**config.mk**
```make
export PLATFORM = sky130hd
export DESIGN_NAME = mr1_mem_arbiter_flat
export DESIGN_NICKNAME = d
export VERILOG_FILES = /design/src/rtl/mr1_mem_arbiter_if.sv /design/src/rtl/mr1_mem_arbiter.sv /design/src/flat_wrapper.sv
export SDC_FILE = /design/constraint.sdc
export NUM_CORES = 1
export LEC_CHECK = 0
export CAP_MARGIN = 20
export CORE_AREA = 4 4 103 105
export DETAILED_ROUTE_END_ITERATION = 6
export DIE_AREA = 0 0 107 109
export PLACE_DENSITY_LB_ADDON = 0.1
export SLEW_MARGIN = 10
export SYNTH_ARGS = -nofsm -noshare
export SYNTH_HDL_FRONTEND = slang
export SYNTH_SLANG_ARGS = --single-unit
```
**constraint.sdc**
```tcl
create_clock -name clk -period 3 [get_ports clk]
set_input_delay 0.45 -clock clk [delete_from_list [all_inputs] [get_ports clk]]
set_output_delay 0.45 -clock clk [all_outputs]
set_load 0.01 [all_outputs]
```
**src/rtl/mr1_mem_arbiter_if.sv**
```systemverilog
// Bus bundle between the MR1 core's fetch/data ports, the arbiter and the unified memory.
// The slave modport is the arbiter's view; master is the core-plus-memory environment.
interface mr1_mem_arbiter_if;
  logic        instr_req_valid;
  logic        instr_req_ready;
  logic [31:0] instr_req_addr;
  logic        instr_rsp_valid;
  logic [31:0] instr_rsp_data;

  logic        data_req_valid;
  logic        data_req_ready;
  logic        data_req_wr;
  logic [1:0]  data_req_size;
  logic [31:0] data_req_addr;
  logic [31:0] data_req_data;
  logic        data_rsp_valid;
  logic [31:0] data_rsp_data;

  logic        mem_req_valid;
  logic        mem_req_ready;
  logic        mem_req_wr;
  logic [1:0]  mem_req_size;
  logic [31:0] mem_req_addr;
  logic [31:0] mem_req_data;
  logic        mem_rsp_valid;
  logic [31:0] mem_rsp_data;

  modport slave (
    input  instr_req_valid, instr_req_addr,
    output instr_req_ready, instr_rsp_valid, instr_rsp_data,
    input  data_req_valid, data_req_wr, data_req_size, data_req_addr, data_req_data,
    output data_req_ready, data_rsp_valid, data_rsp_data,
    output mem_req_valid, mem_req_wr, mem_req_size, mem_req_addr, mem_req_data,
    input  mem_req_ready, mem_rsp_valid, mem_rsp_data
  );

  modport master (
    output instr_req_valid, instr_req_addr,
    input  instr_req_ready, instr_rsp_valid, instr_rsp_data,
    output data_req_valid, data_req_wr, data_req_size, data_req_addr, data_req_data,
    input  data_req_ready, data_rsp_valid, data_rsp_data,
    input  mem_req_valid, mem_req_wr, mem_req_size, mem_req_addr, mem_req_data,
    output mem_req_ready, mem_rsp_valid, mem_rsp_data
  );
endinterface

```
**src/rtl/mr1_mem_arbiter.sv**
```systemverilog
// Merges MR1 fetch and data requests onto one memory port; in-order responses are routed
// back through a source-tag FIFO. Define MR1_MEM_ARB_RR_EN for round-robin arbitration.
module mr1_mem_arbiter #(
  parameter int MAX_OUTSTANDING = 4
) (
  input  logic                clk,
  input  logic                reset,
  mr1_mem_arbiter_if.slave    bus,
  output logic                rsp_err
);
  localparam int PW = $clog2(MAX_OUTSTANDING);
  localparam int CW = PW + 1;
  localparam logic [CW-1:0] FULL_COUNT = CW'(MAX_OUTSTANDING);

  typedef enum logic [1:0] {
    IDLE   = 2'd0,
    HOLD_I = 2'd1,
    HOLD_D = 2'd2
  } state_t;

  state_t          state;
  logic            tags [MAX_OUTSTANDING];
  logic [PW-1:0]   wr_ptr;
  logic [PW-1:0]   rd_ptr;
  logic [CW-1:0]   count;

  logic prefer_data;
  logic pick_data;
  logic sel_valid;
  logic sel_wr;
  logic fifo_empty;
  logic fifo_full;
  logic pop;
  logic push;
  logic stall;
  logic blocked;
  logic handshake;
  logic head_tag;

`ifdef MR1_MEM_ARB_RR_EN
  // Remembers whether data won the last handshake; the other source goes first next conflict.
  logic last_data;

  always_ff @(posedge clk) begin
    if (reset)          last_data <= 1'b0;
    else if (handshake) last_data <= pick_data;
  end

  assign prefer_data = !last_data;
`else
  assign prefer_data = 1'b1;
`endif

  // NOTE: every signal written in always_comb gets a default first so no latch is inferred.
  always_comb begin
    pick_data = 1'b0;
    case (state)
      IDLE:    pick_data = bus.data_req_valid && (!bus.instr_req_valid || prefer_data);
      HOLD_I:  pick_data = 1'b0;
      HOLD_D:  pick_data = 1'b1;
      default: pick_data = 1'b0;
    endcase
  end

  assign sel_valid  = pick_data ? bus.data_req_valid : bus.instr_req_valid;
  assign sel_wr     = pick_data && bus.data_req_wr;

  assign fifo_empty = (count == '0);
  assign fifo_full  = (count == FULL_COUNT);
  assign pop        = !reset && bus.mem_rsp_valid && !fifo_empty;
  assign stall      = fifo_full && !pop;
  // Writes never wait on the tag FIFO; reads are withheld from memory while it is full.
  assign blocked    = stall && !sel_wr;

  assign bus.mem_req_valid  = !reset && sel_valid && !blocked;
  assign handshake          = bus.mem_req_valid && bus.mem_req_ready;
  assign push               = handshake && !sel_wr;

  assign bus.mem_req_wr     = sel_wr;
  assign bus.mem_req_size   = pick_data ? bus.data_req_size : 2'd2;
  assign bus.mem_req_addr   = pick_data ? bus.data_req_addr : bus.instr_req_addr;
  assign bus.mem_req_data   = pick_data ? bus.data_req_data : 32'h0;

  assign bus.instr_req_ready = handshake && !pick_data;
  assign bus.data_req_ready  = handshake && pick_data;

  assign head_tag            = tags[rd_ptr];
  assign bus.instr_rsp_valid = pop && !head_tag;
  assign bus.data_rsp_valid  = pop && head_tag;
  assign bus.instr_rsp_data  = bus.mem_rsp_data;
  assign bus.data_rsp_data   = bus.mem_rsp_data;

  // NOTE: sequential state uses non-blocking assignments so all registers update together.
  always_ff @(posedge clk) begin
    if (reset) begin
      state <= IDLE;
    end else begin
      case (state)
        IDLE:    if (sel_valid && !handshake) state <= pick_data ? HOLD_D : HOLD_I;
        HOLD_I,
        HOLD_D:  if (handshake) state <= IDLE;
        default: state <= IDLE;
      endcase
    end
  end

  // NOTE: tag storage has no reset; pointers and count alone decide which entries are live.
  always_ff @(posedge clk) begin
    if (push) tags[wr_ptr] <= pick_data;
  end

  always_ff @(posedge clk) begin
    if (reset) begin
      wr_ptr  <= '0;
      rd_ptr  <= '0;
      count   <= '0;
      rsp_err <= 1'b0;
    end else begin
      if (push) wr_ptr <= wr_ptr + PW'(1);
      if (pop)  rd_ptr <= rd_ptr + PW'(1);
      case ({push, pop})
        2'b10:   count <= count + CW'(1);
        2'b01:   count <= count - CW'(1);
        default: count <= count;
      endcase
      if (bus.mem_rsp_valid && fifo_empty) rsp_err <= 1'b1;
    end
  end
endmodule

```
**src/flat_wrapper.sv**
```systemverilog
// flat-port wrapper written by rule: the top's interface ports become plain ports
module mr1_mem_arbiter_flat 
#(
  parameter int MAX_OUTSTANDING = 4
)
  (clk, reset, rsp_err, bus_instr_req_valid, bus_instr_req_addr, bus_instr_req_ready, bus_instr_rsp_valid, bus_instr_rsp_data, bus_data_req_valid, bus_data_req_wr, bus_data_req_size, bus_data_req_addr, bus_data_req_data, bus_data_req_ready, bus_data_rsp_valid, bus_data_rsp_data, bus_mem_req_valid, bus_mem_req_wr, bus_mem_req_size, bus_mem_req_addr, bus_mem_req_data, bus_mem_req_ready, bus_mem_rsp_valid, bus_mem_rsp_data);
  mr1_mem_arbiter_if bus_i ();
  input  logic clk;
  input  logic reset;
  output logic rsp_err;
  input wire logic [$bits(bus_i.instr_req_valid)-1:0] bus_instr_req_valid;
  input wire logic [$bits(bus_i.instr_req_addr)-1:0] bus_instr_req_addr;
  output wire logic [$bits(bus_i.instr_req_ready)-1:0] bus_instr_req_ready;
  output wire logic [$bits(bus_i.instr_rsp_valid)-1:0] bus_instr_rsp_valid;
  output wire logic [$bits(bus_i.instr_rsp_data)-1:0] bus_instr_rsp_data;
  input wire logic [$bits(bus_i.data_req_valid)-1:0] bus_data_req_valid;
  input wire logic [$bits(bus_i.data_req_wr)-1:0] bus_data_req_wr;
  input wire logic [$bits(bus_i.data_req_size)-1:0] bus_data_req_size;
  input wire logic [$bits(bus_i.data_req_addr)-1:0] bus_data_req_addr;
  input wire logic [$bits(bus_i.data_req_data)-1:0] bus_data_req_data;
  output wire logic [$bits(bus_i.data_req_ready)-1:0] bus_data_req_ready;
  output wire logic [$bits(bus_i.data_rsp_valid)-1:0] bus_data_rsp_valid;
  output wire logic [$bits(bus_i.data_rsp_data)-1:0] bus_data_rsp_data;
  output wire logic [$bits(bus_i.mem_req_valid)-1:0] bus_mem_req_valid;
  output wire logic [$bits(bus_i.mem_req_wr)-1:0] bus_mem_req_wr;
  output wire logic [$bits(bus_i.mem_req_size)-1:0] bus_mem_req_size;
  output wire logic [$bits(bus_i.mem_req_addr)-1:0] bus_mem_req_addr;
  output wire logic [$bits(bus_i.mem_req_data)-1:0] bus_mem_req_data;
  input wire logic [$bits(bus_i.mem_req_ready)-1:0] bus_mem_req_ready;
  input wire logic [$bits(bus_i.mem_rsp_valid)-1:0] bus_mem_rsp_valid;
  input wire logic [$bits(bus_i.mem_rsp_data)-1:0] bus_mem_rsp_data;
  assign bus_i.instr_req_valid = bus_instr_req_valid;
  assign bus_i.instr_req_addr = bus_instr_req_addr;
  assign bus_instr_req_ready = bus_i.instr_req_ready;
  assign bus_instr_rsp_valid = bus_i.instr_rsp_valid;
  assign bus_instr_rsp_data = bus_i.instr_rsp_data;
  assign bus_i.data_req_valid = bus_data_req_valid;
  assign bus_i.data_req_wr = bus_data_req_wr;
  assign bus_i.data_req_size = bus_data_req_size;
  assign bus_i.data_req_addr = bus_data_req_addr;
  assign bus_i.data_req_data = bus_data_req_data;
  assign bus_data_req_ready = bus_i.data_req_ready;
  assign bus_data_rsp_valid = bus_i.data_rsp_valid;
  assign bus_data_rsp_data = bus_i.data_rsp_data;
  assign bus_mem_req_valid = bus_i.mem_req_valid;
  assign bus_mem_req_wr = bus_i.mem_req_wr;
  assign bus_mem_req_size = bus_i.mem_req_size;
  assign bus_mem_req_addr = bus_i.mem_req_addr;
  assign bus_mem_req_data = bus_i.mem_req_data;
  assign bus_i.mem_req_ready = bus_mem_req_ready;
  assign bus_i.mem_rsp_valid = bus_mem_rsp_valid;
  assign bus_i.mem_rsp_data = bus_mem_rsp_data;
  mr1_mem_arbiter #(.MAX_OUTSTANDING(MAX_OUTSTANDING)) u_core (.clk(clk), .reset(reset), .bus(bus_i), .rsp_err(rsp_err));
endmodule
```
==> out/metrics.yaml <==
grt:
  grt_antenna_before_repair: 0
  globalRoute.totalOverflow: 0
  grt_pass1_wl_um: 10900
  grt_max_degree: 74
  grt_pass1_vias: 2146
  grt_usage_pct: 11.7
setup_path:
  r2r-start: "u_core.state[1]"
  cp_max_fo: 4
  rrSetupSlack_ns: 0.24
  critPathArrivalTime_ns: 2.37
  reg2regPathDepth: 12
  crit_type: "input pin to primary output"
  end_kind: "primary output"
  reg2reg_to: "u_core.count[2]"
  cp-start-kind: "input pin"
  cp.required_ns: 2.55
timing:
  layout_min_cycle_time_ns: 2.82
  setup_viol: 0
  rsz0062_at_grt: "false"
  drv_slew: 0
  finClkSkew_ns: 0.00161
  worst_pin_slew_ns: 0.425
  slew_headroom_pct: 71.4
  max_freq_mhz: 354
  fin_tns_setup_ns: 0
  hold_viol_final: 0
  whs_ns: 0.474
  fin_crit_sh_pct: 94.0
routing:
  wl_per_cell_um: 14.0
  via_per_inst: 3.84
  wl_um: 7600
  drt-pass1-iter-count: 4
  drcViolationCount: 0
  drt.antenna.violating_nets: 0
  vias: 2088
  drtIter0Drc: 84
logic_synthesis:
  ys_warn_count: 0
  ys_seq_area_share_pct: 18.1
  syn_inst: 298
  syn_area_per_cell_um2: 6.69
  yosysUniqueCellTypes: 36
  netlist_area_um2: 1990
  synth-edff-count: 4
  ys_ff_latch: 16
  ys_async_sr_fraction_pct: 0
  synthFlopType: "dfxtp_1"
  synth_fp_nets: 443
power_and_ir_drop:
  vdd_drop_max_v: 0.000403
  p_per_area_nw_per_um2: 678
  leakage_uw: 0.00146
  power_uw: 2390
die:
  die_h_um: 109
  die_area_um2: 11700
  start_util_pct: 20.7
  core-area_um2: 9640
  die_w_um: 107
  rows: 36
  ios: 274
cts:
  cts.sinks: 16
  cts-root-buf: "clkbuf_8"
  htree_levels: 1
  post_cts_resized: 0
  cts_setup_buffers: 0
  clk_pin_slew_ns: 0.06
  cts_tree: "built"
  insertion_delay_ns: 0.24
  ctsHoldBuffers: 0
  cts_buffers: 3
  cts_max_path_buffers: 2
placed_design:
  dp_cells: 540
  numPortBuffers: 177
  placed_area_um2: 3480
  dp_hpwl_um: 6450
  place.gp.congestion: 0.746
finish:
  design_area_um2: 3520
  final_nets: 557
  area_growth_pct: 76.5
  regArea_um2: 360
  multi_input_area_um2: 1070
  drive_above_1_share_pct: 3.41
  layout.cells.non_filler: 544
  n_fill_cell: 1044
  antennaDiodeCount: 0
run_status:
  status: "finished, final reports clean"
hold_path:
  holdCritStartpoint: "u_core.rsp_err"
  whs_endpoint: "u_core.rsp_err"
  whs_path_depth: 2
  hold_class: "register to register"
run:
  cap_violations: 0
[cell usage after synthesis (2+ instances only)]
library cell	instances	area share [%]
a221oi_1	2	0.88
clkbuf_1	11	2.1
or3_1	2	0.63
nand2_1	99	19
edfxtp_1	4	6.0
o211ai_1	2	0.75
inv_1	11	2.1
xnor2_1	2	0.88
dfxtp_1	12	12
nor2_1	10	1.9
nor3_1	3	0.75
o21ai_0	3	0.75
nand2b_1	4	1.3
a21oi_1	4	1.0
xor2_1	2	0.88
buf_4	64	24
ha_1	7	4.4
and2_1	38	12
[metrics by stage]
stage               util (%)  setup slack [ns]
CTS                     36.5             0.176
detailed placement      36.1             0.175
global route            36.5            0.0341
floorplan                  -             0.503
global placement        36.1             0.197
finish                  36.5             0.179
[critical path: stages]
cell	delay (ns)
clkdlybuf4s50_1	0.53
o21ai_0	0.20
a21o_1	0.26
a211oi_1	0.30
clkdlybuf4s50_1	0.63
[layout by cell type (no fill, tap or decap), types with 2 or more instances in the layout]
| cell type | synthesis | layout |
|---|---|---|
| or3_1 | 2 | 2 |
| buf_4 | 64 | 6 |
| ha_1 | 7 | 7 |
| o211ai_1 | 2 | 2 |
| o21ai_0 | 3 | 3 |
| edfxtp_1 | 4 | 4 |
| clkdlybuf4s50_1 | 0 | 177 |
| a221oi_1 | 2 | 2 |
| nor2_1 | 10 | 10 |
| clkbuf_8 | 0 | 3 |
| inv_1 | 11 | 11 |
| xor2_1 | 2 | 2 |
| dfxtp_1 | 12 | 12 |
| nand2_1 | 99 | 99 |
| xnor2_1 | 2 | 2 |
| a21oi_1 | 4 | 4 |
| nand2b_1 | 4 | 4 |
| nor3_1 | 3 | 3 |
| and2_1 | 38 | 38 |
[routing by layer]
layer / global-route usage, % / up-vias / wire [um]
met5: 0 / - / 0
met4: 1.10 / 0 / 19
met3: 5.68 / 2 / 838
met2: 21.0 / 115 / 3860
met1: 13.1 / 883 / 2880
li1: - / 1088 / -
[cell families (layout without fill, tap and decap cells)]
group | after synthesis | after routing | synth area share [%]
and+or+nand+nor | 162 | 162 | 37.8
buffers and inverters | 87 | 200 | 28.4
AOI/OAI and AO/OA | 18 | 18 | 6.40
DFF | 16 | 16 | 18.1
adders and majority gates | 8 | 8 | 5.40
xor gates and xnor gates | 4 | 4 | 1.76
muxes | 3 | 3 | 2.20
[cell type report]
cell class / instances / area share, %
flip-flops and latches: 16 / 10.2
repair buffers: 184 / 52.2
multi-input cells: 195 / 30.3
clock inverters: 1 / 0.107
well taps: 133 / 4.73
clock buffers: 3 / 1.17
inverters: 12 / 1.28
[power breakdown]
part / internal, uW / switching, uW / total [uW] / leakage [uW]
combinational: 1040 / 903 / 1940 / 0.00130
sequential: 264 / 25.2 / 289 / 0.000134
clock: 90.4 / 68.1 / 159 / 0.0000231
total: 1390 / 996 / 2390 / 0.00146
[how the worst max path moves through the flow]
| stage | startpoint | to | slack [ns] | cells past startpoint |
|---|---|---|---|---|
| after floorplan | u_core.state[0] | u_core.count[2] | 0.50 | 12 |
| after global placement | bus_data_req_valid | bus_data_req_ready | 0.20 | 5 |
| after detailed placement | reset | u_core.count[2] | 0.17 | 11 |
| after CTS | bus_data_req_valid | bus_data_req_ready | 0.18 | 5 |
| after global routing | u_core.state[1] | u_core.count[2] | 0.03 | 12 |
| final | bus_data_req_valid | bus_data_req_ready | 0.18 | 5 |
(Power assumes the default switching activity.)
